===== config.mk =====
export PLATFORM = sky130hd
export DESIGN_NAME = pipeline_fetch_unit
export DESIGN_NICKNAME = d
export VERILOG_FILES = /design/src/rtl/pipeline_fetch_unit.sv
export SDC_FILE = /design/constraint.sdc
export NUM_CORES = 1
export LEC_CHECK = 0
export ABC_AREA = 1
export CAP_MARGIN = 10
export CORE_MARGIN = 4
export CORE_UTILIZATION = 56
export DETAILED_ROUTE_END_ITERATION = 10
export PLACE_DENSITY = 0.85
export SYNTH_ARGS = -nofsm -noshare
export SYNTH_HDL_FRONTEND = slang
export SYNTH_SLANG_ARGS = --single-unit

===== constraint.sdc =====
create_clock -name clk_i -period 4.3 [get_ports clk_i]
set_input_delay 0.86 -clock clk_i [delete_from_list [all_inputs] [get_ports clk_i]]
set_output_delay 0.86 -clock clk_i [all_outputs]
set_load 0.05 [all_outputs]

===== src/rtl/pipeline_fetch_unit.sv =====
`default_nettype none
// +--------------------------------------------------------------------------------------+
// | pipeline_fetch_unit : RV32 IF stage - PC, single-outstanding imem fetch, IF/ID slot  |
// | Rev 1.0                                                                               |
// +--------------------------------------------------------------------------------------+
module pipeline_fetch_unit #(
  parameter logic [31:0] RESET_PC  = 32'h0000_0000,
  parameter logic [31:0] NOP_INSTR = 32'h0000_0013
) (
  input  logic        clk_i,
  input  logic        rst_i,
  input  logic        stall_i,
  input  logic        redirect_i,
  input  logic [31:0] redirect_pc_i,
  output logic        imem_req_o,
  output logic [31:0] imem_addr_o,
  input  logic        imem_gnt_i,
  input  logic        imem_rvalid_i,
  input  logic [31:0] imem_rdata_i,
  output logic [31:0] instruction_o,
  output logic [31:0] pc_o,
  output logic        valid_o
);

  typedef enum logic [1:0] {
    S_ISSUE = 2'd0,
    S_WAIT  = 2'd1,
    S_DROP  = 2'd2,
    S_HOLD  = 2'd3
  } state_e;

  state_e      state_q;
  logic [31:0] pc_q;
  logic [31:0] fpc_q;
  logic [31:0] skid_instr_q;
  logic [31:0] skid_pc_q;
  logic [31:0] instr_q;
  logic [31:0] pco_q;
  logic        valid_q;

  logic [31:0] redirect_tgt;
  logic [31:0] fpc_next;
  logic        slot_free;
  logic        load_resp;
  logic        load_skid;

  assign redirect_tgt = redirect_pc_i & ~32'h3;
  assign fpc_next     = fpc_q + 32'd4;
  // An empty slot may fill even while decode is stalled.
  assign slot_free    = !valid_q || !stall_i;
  assign load_resp    = (state_q == S_WAIT) && imem_rvalid_i && slot_free;
  assign load_skid    = (state_q == S_HOLD) && slot_free;

  assign imem_req_o    = (state_q == S_ISSUE) && !rst_i;
  assign imem_addr_o   = pc_q;
  assign instruction_o = instr_q;
  assign pc_o          = pco_q;
  assign valid_o       = valid_q;

  always_ff @(posedge clk_i) begin
    if (rst_i) begin
      state_q      <= S_ISSUE;
      pc_q         <= RESET_PC;
      fpc_q        <= RESET_PC;
      skid_instr_q <= NOP_INSTR;
      skid_pc_q    <= RESET_PC;
      instr_q      <= NOP_INSTR;
      pco_q        <= RESET_PC;
      valid_q      <= 1'b0;
    end else begin
      // Redirect wins over stall and over any same-cycle response.
      if (redirect_i) begin
        instr_q <= NOP_INSTR;
        valid_q <= 1'b0;
      end else if (load_resp) begin
        instr_q <= imem_rdata_i;
        pco_q   <= fpc_q;
        valid_q <= 1'b1;
      end else if (load_skid) begin
        instr_q <= skid_instr_q;
        pco_q   <= skid_pc_q;
        valid_q <= 1'b1;
      end else if (valid_q && !stall_i) begin
        instr_q <= NOP_INSTR;
        valid_q <= 1'b0;
      end

      if (redirect_i) begin
        pc_q <= redirect_tgt;
      end

      case (state_q)
        S_ISSUE: begin
          if (imem_gnt_i) begin
            if (redirect_i) begin
              state_q <= S_DROP;
            end else begin
              state_q <= S_WAIT;
              fpc_q   <= pc_q;
            end
          end
        end
        S_WAIT: begin
          if (redirect_i) begin
            state_q <= imem_rvalid_i ? S_ISSUE : S_DROP;
          end else if (imem_rvalid_i) begin
            pc_q <= fpc_next;
            if (slot_free) begin
              state_q <= S_ISSUE;
            end else begin
              state_q      <= S_HOLD;
              skid_instr_q <= imem_rdata_i;
              skid_pc_q    <= fpc_q;
            end
          end
        end
        S_DROP: begin
          if (imem_rvalid_i) begin
            state_q <= S_ISSUE;
          end
        end
        S_HOLD: begin
          if (redirect_i) begin
            state_q      <= S_ISSUE;
            skid_instr_q <= NOP_INSTR;
            skid_pc_q    <= RESET_PC;
          end else if (slot_free) begin
            state_q <= S_ISSUE;
          end
        end
        default: state_q <= S_ISSUE;
      endcase
    end
  end

endmodule
`default_nettype wire


# [Yosys cells after proc, flatten, opt, wreduce, memory -nomap -nowiden]
# Index checks and enable logic that the tools add are counted.
[word_totals] ff_bits=195 latchBits=0 mem_bits_rw=0 romBits=0 wordCells=71 memories=0
[op_classes] add_sub_neg=1 n_mul=0 div_mod_pow=0 order_cmp=0 n_eq_ne=11 shifts=0 n_mux=32 bitwise=1 reduce_logical=18
[op_table] operator="2-to-1 mux 32 bit" n=17
[op_table] operator="one-hot mux 32 bit (2 select lines)" n=2
[op_table] operator="adder 32 x 3 -> 32 bit (second input constant)" n=1
[op_table] operator="2-to-1 mux 2 bit" n=9
[op_table] operator="inequality test 2 bit (second input constant)" n=6
[op_table] operator="one-hot mux 2 bit (4 select lines)" n=1
[op_table] operator="inequality test 3 bit (second input constant)" n=2
[op_table] operator="logical AND 1 bit" n=5
[op_table] operator="AND reduction 5 bit" n=1
[op_table] operator="== test 2 bit (second input constant)" n=2
[op_table] operator="AND reduction 4 bit" n=1
[op_table] operator="nonzero test 2 bit" n=2
[op_table] operator="logical NOT 1 bit" n=3
[op_table] operator="2-to-1 mux 1 bit" n=3
[op_table] operator="AND reduction 3 bit" n=1
[op_table] operator="nonzero test 3 bit" n=1
[op_table] operator="== test 2 x 1 -> 1 bit (second input constant)" n=1
[op_table] operator="logical NOT 2 bit" n=1
[op_table] operator="AND reduction 2 bit" n=1
[op_table] operator="OR reduction 2 bit" n=1
[op_table] operator="logical OR 1 bit" n=1
[op_table] operator="NOT 1 bit" n=1

# [Logic depth before layout (Yosys ltp)]
# Gate-level depths: netlist of run 1.
[depth] depth_word=6 depth_mapped=11 depth_no_buf=10

# [Least setup slack after synthesis of run 1]
# No wires, ideal clock.
[synth_timing] kind="input-to-output" from="input port rst_i" to="output port imem_req_o" arrival_time_ps=1886 path_slack_ps=1554 path_stages=3 n_path_buf=2 cell_sequence="clkbuf_1 -> clkbuf_1 -> nor2_1"
[synth_between] elab_chain_len=2
[synth_lines] element="start: declaration" line="11" text="input logic rst_i,"
[synth_lines] element="logical NOT 1 bit" line="54" text="assign imem_req_o = (state_q == S_ISSUE) && !rst_i;"
[synth_lines] element="logical AND 1 bit" line="54"
[synth_lines] element="end: declaration" line="15" text="output logic imem_req_o,"
# No other way between the ends.

# [Worst setup path after layout of run 1]
[layout_timing] from="register state_q[1]" to="output port imem_req_o"
[layout_between] elab_chain_len=2
[layout_lines] element="start: declaration" line="32" text="state_e state_q;"
[layout_lines] element="start signal: assignment" line="105" text="state_q <= imem_rvalid_i ? S_ISSUE : S_DROP;"
[layout_lines] element="logical NOT 2 bit" line="54"
[layout_lines] element="logical AND 1 bit" line="54"
# No other way between the ends.

==> summary.txt, run 1 <==
status = finished, final reports clean
Post-synth top cells = nand2_1 (267), dfxtp_1 (195), nor2_1 (131)
critical path fanouts, max = 8
post-synthesis sequential area ratio = 45.3%
Final setup viols = 0
Peak Freq = 0.340 GHz
pin count of the biggest net entering global routing = 63
post-synthesis cell area = 0.00862 mm2
yosys warns = 0
Clk Latency, worst-skew pair = 0.44 ns
I/O Pins = 168
initial antenna violation count = 0
setup TNS = 0 ns
Post-synth EDFFs = 0
Starting Density = 56.9%
Worst Path Arrival = 2.08 ns
maxcap violations = 0
clk buf depth = 2
endpoints failing hold = 0
Vias per Instance = 5.77
CTS resizes = 0
Slew Limit Fails = 0
via count = 8,604
n_diodes = 0
fin nets = 1,361
Total GRT Usage = 28.2%
Die X-Extent = 132 um
peak supply drop = 0.301 mV
Layout area overhead = 24.8%
CORE AREA = 0.0151 mm2
post-synth top area cell = dfxtp_1
Synth Area in Adders = 0.145%
most frequent cell after synthesis = nand2_1
final clock skew = 0.00757 ns
synth unique cells = 36
Synth area leaders = dfxtp_1 (45%), nand2_1 (12%), a21oi_1 (6.6%), nor2_1 (5.7%), nand3_1 (5.6%)
Post-CTS Setup Bufs = 0
CTS Buf Count = 17
Hold WC Path Type = register to register
RSZ-0062 raised after global routing = no
post-synthesis xor/xnor area fraction = 0.508%
ys flop type = dfxtp_1
PD cells = 405 mW/mm2
r2r setup slk = 1.81 ns
Congestion Overflow GR = 0
DR DRC count = 0
main combinational cell family by area after synthesis = simple AND/OR/NAND/NOR gates
Clock Sinks = 195
Worst Path Class, Setup = register to primary output
Slew @ Worst Pin = 1.17 ns
CP Launch Type = register
1st-iter DRT viols = 812
endpoint class of the critical path = primary output
Final min period = 2.94 ns
CTS clk-pin slew, worst paths = 0.07 ns
root buf cell = clkbuf_16
GPL Wtd Cong = 0.932
WL per Instance = 16.9 um
dpl ws = 1.08 ns
Slew headroom = 22.2%
DIE HEIGHT = 132 um
fraction of registers with async set/reset = 0%
Tcrit/Tclk final = 68.5%
# H-tree levels = 4
hpwl dp = 16,500 um
number of global-route vias before repair = 8,226
mux cell area share after synthesis = 0.464%
Post-Syn Nets = 1,244
post-synthesis compound-gate area fraction = 20.4%
CTS tree = done
Detail Route Antenna Nets = 0
Post-Syn Instances = 1,173
first-pass GRT wire length = 40,800 um
layout cells sized above 1 = 6.75%
IO buf count = 165
#FFs+latches synth = 195
final WL = 25,200 um
Mapped Avg Cell Area = 7.35 um2
simple-gate share of the synthesized area = 25.0%
worst setup margin = 1.36 ns
Static Leak = 0.00377 uW
worst path required time = 3.44 ns
area share of the largest cell type after synthesis = 45.3%
die footprint = 0.0174 mm2
Rows = 45
DR pass1 iterations = 6
Hold Buf Count CTS = 0
==> path summary, 6_finish.rpt <==
kind                                      start         endpoint  cells past startpoint
worst max-delay path                 state_q[1]       imem_req_o                      4
worst max register to register       state_q[1]          pc_o[3]                      8
worst min-delay path            skid_instr_q[8]  skid_instr_q[8]                      2
worst min register to register  skid_instr_q[8]  skid_instr_q[8]                      2
==> cells in the final DEF, fill, tap and decap left out, types with 2 or more instances in the layout <==
cell             count
nor3_1               5
nor2_1             131
xor2_1               4
and2_1               2
o221ai_1            16
clkbuf_16           17
clkinv_4             4
inv_2                8
buf_4               13
a211oi_1             9
nand4_1              3
nor2_4               4
mux2i_1              4
o21ai_1              2
a21oi_1            114
clkinvlp_4           4
a22oi_1              2
nand3b_1             3
nand3_1             97
a211oi_2            20
o211ai_1             3
dfxtp_1            195
clkdlybuf4s50_1    164
inv_6                2
inv_8                3
o21ai_0             79
a31oi_1             35
inv_1               70
o22ai_1              9
nand2_1            265
nand2_2              6
==> where the power goes <==
| part | switching (uW) | internal, uW |
|---|---|---|
| Clock | 746 | 758 |
| Sequential | 96.8 | 1910 |
| Combinational | 574 | 276 |
| Total | 1420 | 2940 |
==> flip-flops by register name, indices dropped and copies added, names as in the netlist <==
name / flops
fpc_q: 32
imem_addr_o: 32
instruction_o: 32
pc_o: 32
skid_instr_q: 32
skid_pc_q: 32
state_q: 2
valid_o: 1
==> critical path, stage by stage (launching register included) <==
cell and delay [ns]:
dfxtp_1 0.42, nor2_1 0.16, inv_1 0.09, nor2_1 0.11
clkdlybuf4s50_1 0.87
==> cell type report <==
cell class | instances | area [um2]
multi-input cells | 819 | 4010
flip-flops and latches | 195 | 3900
well taps | 188 | 235
inverters | 78 | 293
fillers | 1213 | 4390
repair buffers | 179 | 1760
clock inverters | 14 | 121
clock buffers | 18 | 429
==> logic make-up after synthesis <==
logic type / Yosys count
buffers and inverters: 159
muxes: 4
and+or+nand+nor: 519
DFF: 195
xor gates and xnor gates: 5
adders and majority gates: 1
AOI/OAI and AO/OA: 290
==> per-stage QoR <==
| step | hold slack (ns) | util, % | power, uW | cell area, um2 | std cells |
|---|---|---|---|---|---|
| global placement | 0.448 | 67.4 | 2870 | 10200 | 1459 |
| CTS | 0.463 | 71.0 | 4360 | 10800 | 1491 |
| floorplan | 0.440 | - | 2590 | 8620 | 1173 |
| detailed placement | 0.453 | 67.4 | 2880 | 10200 | 1459 |
| global route | 0.479 | 71.0 | 4500 | 10800 | 1491 |
| finish | 0.462 | 71.0 | 4360 | 10800 | 1491 |
==> metal layers <==
metal,wire length (um),share of wire (%),track usage (%)
met5,0,0,0
met4,640,2.5,10.7
met3,1860,7.4,6.68
met2,11800,47,45.5
met1,10900,43,37.0
(Power assumes the default switching activity.)
==> run 2, diff against run 1 <==
CORE_UTILIZATION = 47   (was 56)
PLACE_DENSITY = 0.76   (was 0.85)
clock period = 2.5 ns   (was 4.3 ns; I/O delays follow)
==> run 2 against run 1 <==
Net effect:
- count of clock-buffer cells in the layout decreased by 1
- final cell count increased by 4.1%
- critical path depth decreased by 3
- non-clock buffer count increased by 20
- critical path type unchanged
- largest cell class unchanged
- highest routed layer is now met5
==> summary.txt, run 2 (synthesis results as in run 1) <==
status = finished, final reports clean
die footprint = 0.0206 mm2
DR DRC count = 0
Static Leak = 0.00391 uW
CTS resizes = 0
CP Cell Sequence = clkdlybuf4s50_1
max incr delay on CP = 0.84 ns
Top delay family on crit path = buffers and inverters
most frequent cells in the layout = nand2_1 (265), dfxtp_1 (195), clkdlybuf4s50_1 (163), nor2_1 (131), a21oi_1 (114)
worst r2r src = fpc_q[3]
Detail Route Antenna Nets = 0
first-pass GRT wire length = 40,300 um
CP Launch Type = register
most common cell after layout, fill and taps aside = nand2_1
capture point of the worst reg-to-reg path = imem_addr_o[24]
maxcap violations = 0
Tcrit/Tclk final = 87.4%
CTS Buf Count = 17
via count = 8,512
Clock Sinks = 195
Final min period = 2.19 ns
Hold WC Path Type = register to register
layout cells sized above 1 = 8.31%
endpoint class of the critical path = primary output
fin area = 0.0110 mm2
WP buf/inv = 1
highest metal used = met5
Post-CTS Setup Bufs = 0
Starting Density = 47.8%
Met1 Wirelength = 11,500 um
peak supply drop = 0.558 mV
n_diodes = 0
Die X-Extent = 143 um
CORE AREA = 0.0180 mm2
dpl ws = 0.0927 ns
GPL Wtd Cong = 0.972
initial antenna violation count = 1
Layout area overhead = 28.0%
worst hold path startpoint = skid_instr_q[21]
Worst Path Class, Setup = register to primary output
fin nets = 1,381
worst path required time = 2.00 ns
CTS tree = done
Peak Freq = 0.458 GHz
met2 wire len = 11,600 um
WL per Instance = 16.2 um
Slew @ Worst Pin = 0.627 ns
endpoints failing hold = 0
Fillers = 1,658
Worst Path Arrival = 1.69 ns
Worst Hold Depth = 2
number of global-route vias before repair = 8,004
PD cells = 692 mW/mm2
Vias per Instance = 5.48
DR pass1 iterations = 5
cells on worst reg2reg path = 8
# H-tree levels = 4
I/O Pins = 168
CTS clk-pin slew, worst paths = 0.08 ns
met3 wire len = 1440 um
Final setup viols = 0
clk buf depth = 2
Slowest cell on crit path = clkdlybuf4s50_1
Clk Latency, worst-skew pair = 0.44 ns
Rows = 49
1st-iter DRT viols = 683
RSZ-0062 raised after global routing = no
pin count of the biggest net entering global routing = 63
root buf cell = clkbuf_16
setup TNS = 0 ns
worst setup margin = 0.315 ns
Placed Area = 0.0105 mm2
Hold Buf Count CTS = 0
r2r setup slk = 0.42 ns
hpwl dp = 17,300 um
Total GRT Usage = 24.3%
Congestion Overflow GR = 0
IO buf count = 165
DIE HEIGHT = 143 um
Slew headroom = 58.2%
final WL = 25,100 um
final clock skew = 0.00823 ns
critical path fanouts, max = 3
Slew Limit Fails = 0
Hold Path Sink = skid_instr_q[21]
-- run 2: where the power goes --
part           switching [uW]  total [uW]  internal (uW)
logic                     998        1530            536
registers                 166        3440           3280
clock network            1330        2660           1330
-- run 2: worst max-delay path by stage --
| stage | from | endpoint | slack [ns] | depth (start not counted) |
|---|---|---|---|---|
| global placement | imem_rvalid_i | pc_o[9] | 0.14 | 9 |
| CTS | imem_addr_o[13] | imem_addr_o[13] | 0.30 | 1 |
| global route | fpc_q[3] | imem_addr_o[28] | 0.22 | 10 |
| floorplan | rst_i | imem_req_o | 0.47 | 3 |
| detailed placement | imem_rvalid_i | pc_o[9] | 0.09 | 9 |
| finish | imem_addr_o[27] | imem_addr_o[27] | 0.31 | 1 |
-- run 2: layer usage --
layer	track usage (%)	up-vias
met5	0	-
met4	8.57	2
met3	4.26	39
met2	39.0	269
met1	33.2	3988
li1	-	4214
-- run 2: stage by stage --
stage | util [%] | hold WS, ns | power (uW) | instances
6_report | 61.2 | 0.461 | 7640 | 1552
5_1_grt | 61.2 | 0.480 | 7940 | 1552
4_1_cts | 61.2 | 0.463 | 7680 | 1552
3_5_place_dp | 58.1 | 0.452 | 5040 | 1520
3_3_place_gp | 58.1 | 0.449 | 5030 | 1520
2_1_floorplan | - | 0.440 | 4450 | 1173
-- run 2: worst register-to-register path, stage by stage (launching register included) --
cell     delay [ns]
dfxtp_1        0.44
ha_1           0.40
nand2_1        0.09
nor2_1         0.28
nand4_1        0.27
o21ai_0        0.29
nand3_1        0.11
nand2_1        0.07
inv_1          0.04
-- run 2: final cells by class --
| cell class | count | area [um2] | area share [%] |
|---|---|---|---|
| Tap cell | 229 | 287 | 2.60 |
| Clock buffer | 17 | 425 | 3.85 |
| Clock inverter | 15 | 144 | 1.30 |
| Multi-Input combinational cell | 819 | 4010 | 36.3 |
| Inverter | 78 | 293 | 2.65 |
| Sequential cell | 195 | 3900 | 35.4 |
| Timing Repair Buffer | 199 | 1970 | 17.9 |
